`config.mk`:
```
export PLATFORM = sky130hd
export DESIGN_NAME = issue_queue
export DESIGN_NICKNAME = d
export VERILOG_FILES = /design/src/rtl/issue_queue.sv
export SDC_FILE = /design/constraint.sdc
export NUM_CORES = 2
export LEC_CHECK = 0
export CAP_MARGIN = 20
export CORE_UTILIZATION = 53
export CTS_CLUSTER_SIZE = 25
export DETAILED_ROUTE_END_ITERATION = 8
export GPL_ROUTABILITY_DRIVEN = 0
export PLACE_DENSITY = 0.85
export SKIP_CTS_REPAIR_TIMING = 1
export SYNTH_ARGS = -nofsm -noshare
export SYNTH_HDL_FRONTEND = slang
export SYNTH_SLANG_ARGS = --single-unit
```
`constraint.sdc`:
```
create_clock -name clk -period 8.4 [get_ports clk]
set_clock_uncertainty 0.1 [all_clocks]
set_input_delay 1.68 -clock clk [delete_from_list [all_inputs] [get_ports clk]]
set_output_delay 1.68 -clock clk [all_outputs]
set_load 0.02 [all_outputs]
```
`src/rtl/issue_queue.sv`:
```
// issue_queue: dual-issue decoded-instruction buffer between decode and launch select.
// Define ISSUE_QUEUE_BYPASS_EN to forward incoming instructions straight to the outputs when empty.
module issue_queue #(
  parameter int DEPTH = 8,
  parameter int PC_W  = 32,
  parameter int DEC_W = 72
) (
  input  logic                     clk,
  input  logic                     rst,
  input  logic                     flush,
  input  logic                     stop,
  input  logic                     in1_valid,
  input  logic [PC_W-1:0]          in1_pc,
  input  logic [PC_W-1:0]          in1_npc,
  input  logic [DEC_W-1:0]         in1_decodeout,
  input  logic                     in2_valid,
  input  logic [PC_W-1:0]          in2_pc,
  input  logic [PC_W-1:0]          in2_npc,
  input  logic [DEC_W-1:0]         in2_decodeout,
  output logic                     in_ready,
  output logic [PC_W-1:0]          out1_pc,
  output logic [PC_W-1:0]          out1_npc,
  output logic [DEC_W-1:0]         out1_decodeout,
  output logic                     receive_flag1,
  output logic [PC_W-1:0]          out2_pc,
  output logic [PC_W-1:0]          out2_npc,
  output logic [DEC_W-1:0]         out2_decodeout,
  output logic                     receive_flag2,
  input  logic [1:0]               pop_cnt,
  output logic [$clog2(DEPTH):0]   count
);

  localparam int AW = $clog2(DEPTH);
  localparam int CW = AW + 1;
  localparam int EW = 2 * PC_W + DEC_W;

  logic [EW-1:0] mem_q [DEPTH];
  logic [AW-1:0] head_q, head_d;
  logic [AW-1:0] tail_q, tail_d;
  logic [CW-1:0] count_q, count_d;

  logic [EW-1:0] entry1, entry2, firstEntry;
  logic [EW-1:0] wr0Data, wr1Data;
  logic [EW-1:0] out1Entry, out2Entry;
  logic          wr0En, wr1En;
  logic          accept;
  logic          bypassActive;
  logic [1:0]    nPush, nWrite;
  logic [1:0]    popReq, effPop, skip, storePop;
  logic [CW-1:0] avail;

  assign in_ready = (count_q <= CW'(DEPTH - 2));
  assign count    = count_q;

`ifdef ISSUE_QUEUE_BYPASS_EN
  assign bypassActive = rst && !flush && (count_q == '0);
`else
  assign bypassActive = 1'b0;
`endif

  always_comb begin
    entry1     = {in1_pc, in1_npc, in1_decodeout};
    entry2     = {in2_pc, in2_npc, in2_decodeout};
    firstEntry = in1_valid ? entry1 : entry2;
    nPush      = {1'b0, in1_valid} + {1'b0, in2_valid};
    accept     = in_ready && !flush;
    popReq     = (pop_cnt == 2'd3) ? 2'd2 : pop_cnt;
    avail      = bypassActive ? {{(CW-2){1'b0}}, nPush} : count_q;
    effPop     = 2'd0;
    if (!flush && !stop) begin
      if ({{(CW-2){1'b0}}, popReq} <= avail) effPop = popReq;
      else                                   effPop = avail[1:0];
    end
    // Bypassed instructions already consumed by launch never enter storage.
    skip     = bypassActive ? effPop : 2'd0;
    storePop = bypassActive ? 2'd0 : effPop;
    wr0En    = accept && (nPush > skip);
    wr0Data  = (skip == 2'd0) ? firstEntry : entry2;
    wr1En    = accept && (nPush == 2'd2) && (skip == 2'd0);
    wr1Data  = entry2;
    nWrite   = {1'b0, wr0En} + {1'b0, wr1En};
    if (flush) begin
      head_d  = '0;
      tail_d  = '0;
      count_d = '0;
    end else begin
      head_d  = head_q + AW'(storePop);
      tail_d  = tail_q + AW'(nWrite);
      count_d = count_q + CW'(nWrite) - CW'(storePop);
    end
  end

  always_ff @(posedge clk or negedge rst) begin
    if (!rst) begin
      head_q  <= '0;
      tail_q  <= '0;
      count_q <= '0;
    end else begin
      head_q  <= head_d;
      tail_q  <= tail_d;
      count_q <= count_d;
    end
  end

  always_ff @(posedge clk) begin
    if (wr0En) mem_q[tail_q]           <= wr0Data;
    if (wr1En) mem_q[tail_q + AW'(1)]  <= wr1Data;
  end

  always_comb begin
    if (bypassActive) begin
      out1Entry     = entry1;
      out2Entry     = entry2;
      receive_flag1 = in1_valid;
      receive_flag2 = in2_valid;
    end else begin
      out1Entry     = mem_q[head_q];
      out2Entry     = mem_q[head_q + AW'(1)];
      receive_flag1 = !flush && (count_q >= CW'(1));
      receive_flag2 = !flush && (count_q >= CW'(2));
    end
    {out1_pc, out1_npc, out1_decodeout} = out1Entry;
    {out2_pc, out2_npc, out2_decodeout} = out2Entry;
  end

endmodule

```
-- Word level (Yosys, flattened, before mapping)
Memories as Yosys holds them, arrays and structs flattened.
Cells that the tools add are included.
- word-level logic and storage cells: 38
- memories: 1
- input bits: 280
- memory bits (writable): 1088
- output and inout bits: 279
- register bits after elaboration: 10
- memories (memory ; depth ; bits a word ; read ports ; clocked after Yosys merged registers in ; wr ports ; line ; RTL):
    mem_q ; 8 ; 136 ; 2 ; 0 ; 2 ; 37 ; logic [EW-1:0] mem_q [DEPTH];
- reduce and logical (&&, ||, !) cells: 8
- mux-type cells: 11
- $lt $le $gt $ge: 5
- add/subtract/negate cells: 8
- equality and inequality tests: 2
- operators by type and width (cell ; number):
    136-bit 2-to-1 mux ; 1
    3-bit by 1-bit adder with 3-bit output, second input constant ; 2
    3-bit by 2-bit adder with 3-bit output ; 2
    1-bit logical AND ; 6
    2-bit 2-to-1 mux ; 3
    3-bit 2-to-1 mux ; 2
    1-bit by 1-bit adder with 2-bit output ; 2
    4-bit by 2-bit adder with 4-bit output ; 1
    2-bit equality test, second input constant ; 2
    4-bit by 1-bit greater-or-equal comparator with 1-bit output, second input constant ; 1
    4-bit by 2-bit greater-or-equal comparator with 1-bit output, second input constant ; 1
    2-bit by 4-bit <= comparator with 1-bit output ; 1
    4-bit by 3-bit <= comparator with 1-bit output, second input constant ; 1
    1-bit 2-to-1 mux ; 4
    4-bit 2-to-1 mux ; 1
    4-bit by 2-bit subtractor with 4-bit output ; 1
    2-bit by 1-bit > comparator with 1-bit output, second input constant ; 1
    1-bit logical NOT ; 2

-- Logic depth before layout (Yosys ltp)
- word-level depth: 7
- mapped depth: 16
- mapped depth without buffers: 15

-- Worst setup path after synthesis
No wires, ideal clock.
- path type: input -> register
- start: input port in1_valid
- end: memory mem_q[6][0] in the netlist's numbering (enable)
- data required time: 7.624 ns
- stages on the path: 5
- slack: -1.173 ns
- path buffers: 1
- arrival time: 8.797 ns
- setup time: 0.676 ns
- path through: buf_2 > nor2_1 > nor2b_1 > nand3_1 > a21oi_1
- RTL lines (element ; line ; RTL):
    start: declaration ; 12 ; input logic in1_valid,
    end: declaration ; 37 ;

-- Worst setup path after layout
- start: register head_q[0]
- end: output port out2_pc[23]
- cells in the longest elaborated chain, start to end: 2
- RTL lines (element ; line ; RTL):
    start: declaration ; 38 ; logic [AW-1:0] head_q, head_d;
    start signal: assignment ; 95 ; head_q <= '0;
    start signal: assignment ; 99 ; head_q <= head_d;
    3-bit by 1-bit adder with 3-bit output ; 118 ; out2Entry = mem_q[head_q + AW'(1)];
    memory read 8 x 136 bit ; -- ;
    end: declaration ; 25 ; output logic [PC_W-1:0] out2_pc,
Every way passes these cells.

==> impl_metrics.tcl <==
set metrics [dict create \
    fin_crit_ns 6.48 \
    htreeDepth 3 \
    timing.rr.start "count[3]" \
    area_growth_pct 16.2 \
    fill_cells 8390 \
    post_drt_wl_per_cell_um 31.2 \
    ys_warn_count 0 \
    p_leak_nw 24.1 \
    post-place-ws_ns 2.69 \
    grt_max_degree 131 \
    vias_per_cell 6.64 \
    syn_avg_cell_area_sq_um 18.3 \
    cts_made_buffers 115 \
    die_w_um 352 \
    die_area_sq_um 124000 \
    worstHoldStart "tail_q[2]" \
    rsz0062_at_grt "false" \
    netlist.area_leader.share_pct 50.5 \
    tightest_slew_ns 1.12 \
    layout.nets 4279 \
    insertion_delay_ns 0.71 \
    vdd_drop_max_uv 199 \
    startpoint "head_q[0]" \
    dieHeight_um 352 \
    power_mw 16.7 \
    seq_area_sq_um 32900 \
    critical_path_class "register to output port" \
    synth_edf_count 1088 \
    worstPathRequired_ns 6.62 \
    synth-async-reset-ratio_pct 0.911 \
    multi_input_area_sq_um 30400 \
    hold_class "register to register" \
    grt_pass1_vias 39600 \
    vias 38000 \
    worstHoldPathCells 2 \
    dp_hpwl_um 102000 \
    min_period_over_period_pct 77.2 \
    route.detailed.drc 0 \
    num_rows 127 \
    cts_tree "done" \
    initialDrtViolationCount 3717 \
    grt_overflow 0 \
    r2r_end "mem_q[0][128]" \
    ios 559 \
    synth_cell_types 36 \
    drive_gt1_share_pct 52.8 \
    netlist_area_sq_um 64800 \
    cts.sinks 1098 \
    track_usage_pct 28.5 \
    ys_seq_area_share_pct 50.8 \
    setup_ws_ns 1.92 \
    setup_viol 0 \
    layout_commonest_cell "mux2_2" \
    crit_arrival_ns 4.70 \
    tns_ns 0 \
    cp_max_fo 130 \
    fmax_mhz 154 \
    status "completed" \
    initial_core_util_pct 53.7 \
    root_buffer "clkbuf_16" \
    grt_pass1_wl_um 259000 \
    worst_r2r_path_depth 7 \
    cts_buffer_depth 3 \
    ys_top_cells_by_area "edfxtp_1 50%, mux2_2 22%, mux4_2 19%, mux2_4 2.6%, mux2_1 2.2%" \
    synth_top_flop_cell "edfxtp_1" \
    relSlewSlack_pct 25.1 \
    powerDensity_nw_per_um2 222 \
    synth_nets 3830 \
    drv_cap 0 \
    grt_antenna_before_repair 37 \
    firstDrtPassIters 5 \
    final_cell_mix "1262 x mux2_2, 1088 x edfxtp_1, 557 x clkdlybuf4s50_1" \
    syn_inst 3533 \
    hold_end "tail_q[2]" \
    postRouteAntennaNets 0 \
    port_buffers 558 \
    dp.cells 5477 \
    wl_um 178000 \
    startpoint_type "register" \
    synth_top_area_cell "edfxtp_1" \
    cts.clk_slew.worst_paths_ns 0.06 \
    fin_cells 5721 \
    r2r_slack_ns 3.96 \
    report.final.slew_viol_count 0 \
    core_area_sq_um 121000 \
    endpoint_kind "output port" \
    ys_ff_latch 1098 \
    final_hold_viol_count 0 \
]
==> metrics by stage <==
stage / hold slack [ns] / utilization, % / instance area (sq um)
finish: 0.579 / 62.4 / 75300
global route: 0.643 / 62.4 / 75200
CTS: 0.580 / 62.3 / 75200
detailed placement: 0.567 / 59.5 / 71700
global placement: 0.561 / 59.4 / 71700
floorplan: 0.503 / - / 64800
==> critical path, stage by stage (launching register included) <==
cell	delay [ns]
dfrtp_4	1.12
buf_12	0.47
buf_12	0.62
mux4_2	0.60
mux2_2	0.27
clkdlybuf4s50_1	0.62
==> metal layers <==
layer / wire length [um] / part of all wire [%] / GRT usage [%]
met4: 7670 / 4.3 / 13.1
met3: 16000 / 9.0 / 4.76
met5: 114 / 0.064 / 0
met1: 66000 / 37 / 36.3
met2: 88600 / 50 / 48.0
==> cells in the mapped netlist (all sizes together) (2+ instances only) <==
cell type,instances
nand2,4
buf,213
mux2i,3
a32oi,3
nand3,10
nor3,3
xnor2,4
nor2b,7
nor2,22
xor2,3
fa,4
nand2b,2
clkbuf,78
inv,13
mux2,1496
a22oi,3
edfxtp,1088
mux4,544
a21oi,4
dfrtp,10
ha,13
==> kinds of logic (layout without fill, tap and decap cells) <==
group | Yosys count | count (layout) | share of synthesized area, %
muxes | 2043 | 2043 | 45.6
DFF | 1098 | 1098 | 50.8
buffers and inverters | 304 | 848 | 2.52
and+or+nand+nor | 51 | 51 | 0.385
adders and majority gates | 17 | 17 | 0.375
AOI/OAI and AO/OA | 13 | 13 | 0.139
xor gates and xnor gates | 7 | 7 | 0.0947
other | 0 | 32 | 0
==> where the power goes <==
part           internal, mW  total [mW]  switching, mW
combinational          2.64        5.24           2.59
sequential             6.50        6.69          0.186
clock                  2.64        4.80           2.16
==> registers in the layout (all words and copies together), names as in the netlist <==
name    cells
head_q      3
count       4
mem_q    1088
tail_q      3
==> final cells by class <==
| cell class | instances | share of cell area [%] |
|---|---|---|
| flip-flops and latches | 1098 | 43.8 |
| well taps | 1612 | 2.68 |
| multi-input cells | 2131 | 40.4 |
| clock buffers | 147 | 4.04 |
| clock inverters | 65 | 0.565 |
| repair buffers | 623 | 8.40 |
| diodes | 32 | 0.106 |
| inverters | 13 | 0.0648 |
==> worst max path at each step <==
stage / to / slack (ns)
6_report: out2_pc[23] / 1.92
3_3_place_gp: mem_q[7][129] / 2.72
5_1_grt: out2_pc[23] / 1.68
3_5_place_dp: mem_q[7][129] / 2.69
2_1_floorplan: mem_q[1][0] / -0.26
4_1_cts: out2_pc[23] / 1.91
No activity file was read; power rests on OpenSTA's default activity.
